**config.mk**
```make
export PLATFORM = sky130hd
export DESIGN_NAME = lap_stopwatch
export DESIGN_NICKNAME = d
export VERILOG_FILES = /design/src/rtl/lap_stopwatch.sv
export SDC_FILE = /design/constraint.sdc
export NUM_CORES = 1
export LEC_CHECK = 0
export BUFFER_PORTS_ARGS = -buffer_cell sky130_fd_sc_hd__buf_2
export CORE_UTILIZATION = 30
export DETAILED_ROUTE_END_ITERATION = 10
export SLEW_MARGIN = 20
export SYNTH_ARGS = -nofsm -noshare
export SYNTH_HDL_FRONTEND = slang
export SYNTH_SLANG_ARGS = --single-unit
```
**constraint.sdc**
```tcl
create_clock -name clk -period 2.6 [get_ports clk]
set_input_delay 0.13 -clock clk [delete_from_list [all_inputs] [get_ports clk]]
set_output_delay 0.13 -clock clk [all_outputs]
set_load 0.03 [all_outputs]
```
**src/rtl/lap_stopwatch.sv**
```systemverilog
// lap_stopwatch: 4-digit BCD stopwatch (M:DS.d) with count-up/count-down
// modes, countdown preload, lap freeze, clear and a terminal "done" pulse.
// Control inputs are single-cycle pulses. Priority is clear > start_stop > lap.
// Every output is registered and loaded from the next-state values, so it
// changes together with the internal state.
module lap_stopwatch #(
  parameter logic [31:0] TICK_DIV = 32'd10_000_000,
  parameter logic [3:0]  MAX_MIN  = 4'd9
) (
  input  logic       clk,
  input  logic       rst,
  input  logic       start_stop,
  input  logic       lap,
  input  logic       clear,
  input  logic       mode,
  input  logic [3:0] load_minutes,
  input  logic [3:0] load_dekaseconds,
  input  logic [3:0] load_seconds,
  input  logic [3:0] load_deciseconds,
  output logic [3:0] minutes,
  output logic [3:0] dekaseconds,
  output logic [3:0] seconds,
  output logic [3:0] deciseconds,
  output logic       running,
  output logic       lap_active,
  output logic       done
);

  typedef enum logic [1:0] {S_IDLE, S_RUN, S_PAUSE, S_DONE} state_t;
  typedef struct packed {
    logic [3:0] m;
    logic [3:0] dk;
    logic [3:0] s;
    logic [3:0] ds;
  } bcd_t;

  localparam bcd_t UP_TERM = {MAX_MIN, 4'd5, 4'd9, 4'd9};

  state_t      r_state;
  bcd_t        r_live;
  bcd_t        r_lap;
  logic        r_mode;
  logic        r_lap_active;
  logic [31:0] r_cnt;

  state_t      w_nstate;
  bcd_t        w_nlive;
  bcd_t        w_nlap;
  bcd_t        w_step;
  bcd_t        w_pre;
  logic        w_nmode;
  logic        w_nlap_active;
  logic        w_ndone;
  logic        w_tick;
  logic [31:0] w_ncnt;

  // One 0.1 s step with BCD carry (up) or borrow (down); wraps at the limits.
  function automatic bcd_t f_step(input bcd_t c, input logic dn);
    bcd_t n;
    n = c;
    if (!dn) begin
      if (c.ds != 4'd9) n.ds = c.ds + 4'd1;
      else begin
        n.ds = 4'd0;
        if (c.s != 4'd9) n.s = c.s + 4'd1;
        else begin
          n.s = 4'd0;
          if (c.dk != 4'd5) n.dk = c.dk + 4'd1;
          else begin
            n.dk = 4'd0;
            n.m  = (c.m != MAX_MIN) ? c.m + 4'd1 : 4'd0;
          end
        end
      end
    end else begin
      if (c.ds != 4'd0) n.ds = c.ds - 4'd1;
      else begin
        n.ds = 4'd9;
        if (c.s != 4'd0) n.s = c.s - 4'd1;
        else begin
          n.s = 4'd9;
          if (c.dk != 4'd0) n.dk = c.dk - 4'd1;
          else begin
            n.dk = 4'd5;
            n.m  = (c.m != 4'd0) ? c.m - 4'd1 : MAX_MIN;
          end
        end
      end
    end
    return n;
  endfunction

  // Terminal value: 0:00.0 counting down, MAX_MIN:59.9 counting up.
  function automatic logic f_term(input bcd_t c, input logic dn);
    return dn ? (c == '0) : (c == UP_TERM);
  endfunction

  // Clamped countdown preload and the step candidate for this cycle.
  always_comb begin
    w_pre.m  = (load_minutes     > MAX_MIN) ? MAX_MIN : load_minutes;
    w_pre.dk = (load_dekaseconds > 4'd5)    ? 4'd5    : load_dekaseconds;
    w_pre.s  = (load_seconds     > 4'd9)    ? 4'd9    : load_seconds;
    w_pre.ds = (load_deciseconds > 4'd9)    ? 4'd9    : load_deciseconds;
    w_tick   = (r_state == S_RUN) && (r_cnt == TICK_DIV - 32'd1);
    w_step   = f_step(r_live, r_mode);
  end

  // Next-state decode: tick divider, control pulses, count step and lap.
  always_comb begin
    w_nstate      = r_state;
    w_nlive       = r_live;
    w_nlap        = r_lap;
    w_nlap_active = r_lap_active;
    w_nmode       = (r_state == S_IDLE) ? mode : r_mode;
    w_ndone       = 1'b0;
    case (r_state)
      S_RUN:   w_ncnt = w_tick ? 32'd0 : r_cnt + 32'd1;
      S_PAUSE: w_ncnt = r_cnt;
      default: w_ncnt = 32'd0;
    endcase

    if (clear) begin
      // Clear wins over everything, including a tick on the same edge.
      w_nstate      = S_IDLE;
      w_nlap_active = 1'b0;
      w_ncnt        = 32'd0;
      w_nlive       = mode ? w_pre : '0;
    end else begin
      if (w_tick) begin
        w_nlive = w_step;
        if (f_term(w_step, r_mode)) begin
          w_nstate = S_DONE;
          w_ndone  = 1'b1;
          w_ncnt   = 32'd0;
        end
      end
      if (start_stop) begin
        case (r_state)
          S_IDLE:
            if (f_term(r_live, mode)) begin
              w_nstate = S_DONE;
              w_ndone  = 1'b1;
            end else begin
              w_nstate = S_RUN;
            end
          // A terminal step on this edge still ends the run in DONE.
          S_RUN:   if (!w_ndone) w_nstate = S_PAUSE;
          S_PAUSE: w_nstate = S_RUN;
          default: ;
        endcase
      end else if (lap) begin
        if (r_lap_active && r_state != S_IDLE) begin
          w_nlap_active = 1'b0;
        end else if (!r_lap_active && r_state == S_RUN) begin
          w_nlap_active = 1'b1;
          w_nlap        = r_live;
        end
      end
    end
  end

  // State and registered outputs; outputs track the next-state values.
  always_ff @(posedge clk) begin
    if (!rst) begin
      r_state      <= S_IDLE;
      r_live       <= '0;
      r_lap        <= '0;
      r_mode       <= 1'b0;
      r_lap_active <= 1'b0;
      r_cnt        <= 32'd0;
      minutes      <= 4'd0;
      dekaseconds  <= 4'd0;
      seconds      <= 4'd0;
      deciseconds  <= 4'd0;
      running      <= 1'b0;
      lap_active   <= 1'b0;
      done         <= 1'b0;
    end else begin
      r_state      <= w_nstate;
      r_live       <= w_nlive;
      r_lap        <= w_nlap;
      r_mode       <= w_nmode;
      r_lap_active <= w_nlap_active;
      r_cnt        <= w_ncnt;
      {minutes, dekaseconds, seconds, deciseconds} <= w_nlap_active ? w_nlap : w_nlive;
      running      <= (w_nstate == S_RUN);
      lap_active   <= w_nlap_active;
      done         <= w_ndone;
    end
  end

endmodule

```
==> results_dict.tcl, run 1 <==
set metrics [dict create \
    synth_top_area_share_pct 35.1 \
    drc_errors 0 \
    worstSetupPathType "register to register" \
    htree_levels 3 \
    relSlewSlack_pct 60.6 \
    syn_inst 642 \
    cp-start-kind "register" \
    syn-num-nets 670 \
    grt_pass1_vias 4551 \
    cts_root_buf "clkbuf_16" \
    track_usage_pct 17.7 \
    worstPathRequired_ns 2.87 \
    yosys.area.top_type "dfxtp_1" \
    maxCapViolCount 0 \
    finalWirelength_um 14600 \
    p_switching_mw 0.847 \
    cts_buffer_depth 2 \
    worst_slack_ns -0.0578 \
    drtIter0Drc 387 \
    clk_latency_ns 0.35 \
    cp.arrival_ns 2.93 \
    dp.cells 935 \
    cts_num_sinks 86 \
    hold_ws_ns 0.0848 \
    pin_count 41 \
    ff2ff_setup_slack_ns -0.06 \
    rsz0062_at_grt "yes" \
    via_count 4983 \
    yosysMostFrequentCell "nor2_1" \
    min_period_over_period_pct 102 \
    detail-route-antenna-nets 0 \
    firstDrtPassIters 5 \
    finClkSkew_ns 0.00644 \
    yosys-top-cells-area "dfxtp_1 (35%), nor2_1 (6.9%), a21oi_1 (6.1%)" \
    vias_per_cell 5.22 \
    post-route-min-period_ns 2.66 \
    drv_slew 0 \
    ys_async_sr_fraction_pct 0 \
    timing.fmax_ghz 0.376 \
    grt_max_degree 33 \
    holdCritPathClass "input port to register" \
    initial_core_util_pct 30.8 \
    std_cell_rows 46 \
    holdBufCountCts 0 \
    cp_max_fo 5 \
    peakVddDrop_uv 340 \
    endpoint_kind "register" \
    synth.distinct_cells 67 \
    place_hpwl_um 10200 \
    drive_above_1_share_pct 24.6 \
    grt_pass1_wl_um 23200 \
    nNetsFinal 762 \
    synth_flop_cell "dfxtp_1" \
    gp_congestion 0.959 \
    sw_frac_of_total_pct 25.5 \
    yosysWarnings 0 \
    clk_pin_slew_ns 0.06 \
    antenna_found_initial 0 \
    status "finished, violations left" \
    setup_viol 4 \
    pwr-share-comb_pct 13.3 \
    violations "negative setup slack" \
    power_frac_seq_pct 41.2 \
    cts_made_buffers 9 \
    power.internal_mw 2.47 \
    synth-seq-cells 86 \
    tightest_slew_ns 0.590 \
    syn_to_final_growth_pct 29.9 \
    stdcell_count 955 \
    yosysSeqAreaShare_pct 35.1 \
    port_buffers 40 \
    die_w_um 130 \
    tritoncts "done" \
    synth_edf_count 0 \
    hold_viol_final 0 \
    post_drt_wl_per_cell_um 15.3 \
    synthTopCellsByCount "nor2_1 (90), dfxtp_1 (86), a21oi_1 (60)" \
    grt_overflow_total 0 \
    fillers 1651 \
    syn_avg_cell_area_um2 7.65 \
    die_h_um 130 \
    power.density_nw_per_um2 520 \
    dieArea_um2 16900 \
    p_leak_nw 2.44 \
    pwr-share-clk_pct 45.5 \
    synth_area_um2 4910 \
    core_um2 15900 \
    diodes 0 \
]
## power groups by stage
stage	logic [mW]	registers, mW	clock network, mW
2_1_floorplan	0.227	1.41	0
3_3_place_gp	0.421	1.40	0
3_5_place_dp	0.421	1.39	0
4_1_cts	0.424	1.37	1.54
5_1_grt	0.479	1.37	1.58
6_report	0.443	1.37	1.51
## stage by stage
step | util, % | area, um^2 | power, mW | TNS, ns | setup WS (ns)
2_1_floorplan | - | 4910 | 1.64 | 0 | 0.0185
3_3_place_gp | 36.9 | 5880 | 1.82 | -1.49 | -0.102
3_5_place_dp | 36.9 | 5880 | 1.82 | -1.71 | -0.127
4_1_cts | 39.2 | 6260 | 3.33 | -0.0125 | -0.0125
5_1_grt | 40.0 | 6380 | 3.43 | -1.61 | -0.147
6_report | 40.0 | 6380 | 3.32 | -0.0611 | -0.0578
## worst max-delay path: stages, from the launching register on
cell and delay, ns:
dfxtp_4 0.36, nor4_4 0.41, buf_4 0.20, and3_4 0.19
o21ai_2 0.05, nor3_1 0.16, or4b_1 0.45, mux2_4 0.29
or2_4 0.25, a211oi_2 0.22
## metal layers
metal	share of wire, %	global-route usage (%)	wire length, um
met2	45	28.0	6580
met5	0	0	0
met4	2.2	6.91	323
met3	4.1	3.65	596
met1	49	23.7	7110
## cell usage in the layout (no fill, tap or decap), types with 5 or more instances in the layout
cell       synthesis  layout
dfxtp_1           86      82
and3_1            14      13
a22oi_1            5       5
buf_2              6      40
nand3_1           25      23
nand3b_1          12      12
xor2_1             5       5
a31oi_1           11      11
nor2b_1            8       8
or3_1              6       5
mux2i_1           19      19
xnor2_1            5       5
a21o_1             6       6
nor3_1            17      17
nor2_1            90      87
o21a_1             8       8
buf_12             0       5
a2bb2oi_1          6       6
o21ai_0           40      38
clkbuf_16          0       9
o211ai_1           5       5
buf_4              3      84
nor4_1             9       8
a21oi_1           60      60
ha_1               6       6
and2_1             7       7
nand2_1           43      43
nand4_1           18      18
inv_1             18      18
## path summary, 6_finish.rpt
check                  start          to  depth (start not counted)
setup / recovery   r_live[3]  r_state[1]                          9
hold / removal    start_stop        done                          3
setup reg to reg   r_live[3]  r_state[1]                          9
hold reg to reg    r_cnt[31]   r_cnt[31]                          2
## state kept, by name (all words and copies together) (netlist names), 2 cells and up
name	flops
r_cnt	32
seconds	4
r_lap	16
r_state	2
deciseconds	4
dekaseconds	4
r_live	16
minutes	4
## logic make-up after synthesis
kind of cell,synth area share (%)
compound gates,22.3
xor+xnor,1.78
fa+ha+maj,1.53
buf+inv,5.43
flops,35.1
mux,4.87
simple gates,29.0
## cell type report
type	count	area [um^2]	area share [%]
Clock inverter	7	121	1.90
Sequential cell	86	1730	27.1
Inverter	18	67.6	1.06
Timing Repair Buffer	129	931	14.6
Clock buffer	9	225	3.53
Tap cell	216	270	4.24
Multi-Input combinational cell	490	3040	47.6
## timing repair
action                                  CTS  global route
endpoints found under the setup margin   21            28
buffers inserted                          1             3
pin swaps                                 2             8
resized for setup                         9            25
No activity file was read; power rests on OpenSTA's default activity.
==> inputs of run 2 (changes only) <==
ABC_AREA = 1   (was default)
==> run 2 against run 1 <==
Against the previous run:
- the run now ends clean
- cell count rose by 16%
- via count up 10%
- first-iteration DRC count rose by 29%
- critical endpoint is now r_cnt[23]
- largest cell class unchanged
==> results_dict.tcl, run 2 <==
set metrics [dict create \
    status "finished, final reports clean" \
    cts-resized-gates 0 \
    largest_reg_flops 32 \
    cp-start-kind "register" \
    antenna_found_initial 0 \
    post-route-min-period_ns 2.38 \
    r2r-end "r_cnt[23]" \
    holdCritPathClass "input port to register" \
    clk_pin_slew_ns 0.07 \
    p_leak_nw 2.54 \
    synth-seq-cells 86 \
    maxCapViolCount 0 \
    firstDrtPassIters 5 \
    yosys-top-cells-area "dfxtp_1 (32%), nand2_1 (13%), inv_1 (8.3%)" \
    synth_flop_cell "dfxtp_1" \
    gp_congestion 0.949 \
    syn-num-nets 866 \
    track_usage_pct 17.5 \
    die_h_um 136 \
    post_cts_buffers 0 \
    initial_core_util_pct 30.8 \
    dieArea_um2 18400 \
    grt_max_degree 34 \
    clk_latency_ns 0.35 \
    cp-startpoint "r_live[0]" \
    layout_commonest_cell "nand2_1" \
    post_drt_wl_per_cell_um 14.0 \
    multiInputGateArea_um2 3010 \
    r2r_cells 14 \
    grt_overflow_total 0 \
    syn_inst 838 \
    place_hpwl_um 11500 \
    endpoint_kind "register" \
    drtIter0Drc 498 \
    cp.arrival_ns 2.66 \
    final_core_util_pct 35.6 \
    cp_max_fo 10 \
    ff2ff_setup_slack_ns 0.22 \
    drv_slew 0 \
    cts_made_buffers 9 \
    synth.distinct_cells 46 \
    drc_errors 0 \
    holdBufCountCts 0 \
    via_count 5498 \
    peakVddDrop_uv 326 \
    synth_edf_count 0 \
    cts_root_buf "clkbuf_16" \
    tritoncts "done" \
    most-common-layout-cells "nand2_1 (180), inv_1 (119), nor2_1 (111), dfxtp_1 (86), a21oi_1 (58)" \
    synth_area_um2 5350 \
    hold_path_startpoint "load_minutes[1]" \
    synthTopCellsByCount "nand2_1 (180), inv_1 (119), nor2_1 (111)" \
    hold_ws_ns 0.0834 \
    cts_buffer_depth 2 \
    yosysMostFrequentCell "nand2_1" \
    syn_to_final_growth_pct 15.4 \
    seqCellArea_um2 1720 \
    largest_register "r_cnt" \
    ys_async_sr_fraction_pct 0 \
    fillers 1879 \
    pin_count 41 \
    yosysSeqAreaShare_pct 32.2 \
    drive_above_1_share_pct 15.0 \
    relSlewSlack_pct 53.0 \
    tightest_slew_ns 0.702 \
    finalWirelength_um 15500 \
    diodes 0 \
    setup_viol 0 \
    timing.fmax_ghz 0.420 \
    detail-route-antenna-nets 0 \
    cts_num_sinks 86 \
    htree_levels 3 \
    hold_viol_final 0 \
    power.density_nw_per_um2 531 \
    port_buffers 40 \
    grt_pass1_wl_um 25300 \
    finClkSkew_ns 0.0131 \
    place_area_um2 5820 \
    min_period_over_period_pct 91.5 \
    whs_path_depth 3 \
    core_um2 17400 \
    yosys.area.top_type "dfxtp_1" \
    finalSetupTns_ns 0 \
    syn_avg_cell_area_um2 6.38 \
    nNetsFinal 910 \
    worstSetupPathType "register to register" \
    die_w_um 136 \
    worstPathRequired_ns 2.88 \
    rsz0062_at_grt "yes" \
    yosysWarnings 0 \
    final_area_um2 6170 \
    std_cell_rows 48 \
    top_regs "r_cnt x32, r_lap x16, r_live x16" \
    r2r_start "r_live[0]" \
    cp-endpoint "r_cnt[23]" \
    vias_per_cell 4.94 \
    grt_pass1_vias 5034 \
    synth_top_area_share_pct 32.2 \
]
==> run 2: metal layers <==
layer	share of wire, %	vias to the layer above	GRT usage [%]
li1	-	2794	-
met1	47	2510	23.5
met2	46	171	27.9
met3	5.2	23	3.07
met4	1.8	0	6.05
met5	0	-	0
==> run 2: final cells by class <==
class	count	share of cell area [%]
Clock buffer	9	3.65
Clock inverter	7	1.95
Inverter	129	7.85
Multi-Input combinational cell	599	48.8
Sequential cell	86	27.9
Tap cell	225	4.56
Timing Repair Buffer	57	5.31
==> run 2: how the worst min path moves through the flow <==
stage	slack, ns	end
after floorplan	0.25	r_live[15]
after global placement	0.44	r_live[13]
after detailed placement	0.44	r_live[13]
after CTS	0.07	r_live[13]
after global routing	0.11	r_live[1]
final	0.08	r_live[13]
==> run 2: power by group <==
part	internal, mW	leakage [nW]	switching [mW]
Combinational	0.115	1.68	0.269
Sequential	1.34	0.696	0.0239
Clock	0.945	0.166	0.584
==> run 2: stage by stage <==
stage,setup slack (ns),cells,total power [mW]
global placement,0.222,1095,1.77
CTS,0.263,1111,3.31
finish,0.220,1112,3.28
detailed placement,0.255,1095,1.77
floorplan,0.538,838,1.66
global route,-0.0264,1112,3.41
==> run 2: kinds of logic after synthesis <==
logic type / synth area share, %
XOR/XNOR: 2.29
AO/OA/AOI/OAI: 16.0
adder cells (fa/ha/maj): 1.40
flip-flops: 32.2
AND/OR/NAND/NOR: 36.4
buffers and inverters: 11.7
==> run 2: worst max-delay path, cell delays in order (launching register included) <==
cell and delay, ns:
dfxtp_1 0.33, buf_4 0.17, nor2_4 0.16, nand2_4 0.12
nor2_8 0.19, nand2_4 0.09, o21ai_1 0.22, nor2_1 0.08
nand2_1 0.08, nor2_1 0.04, nand2_1 0.06, nand2_1 0.07
nand3_4 0.15, nand3_2 0.35, nor2_2 0.18
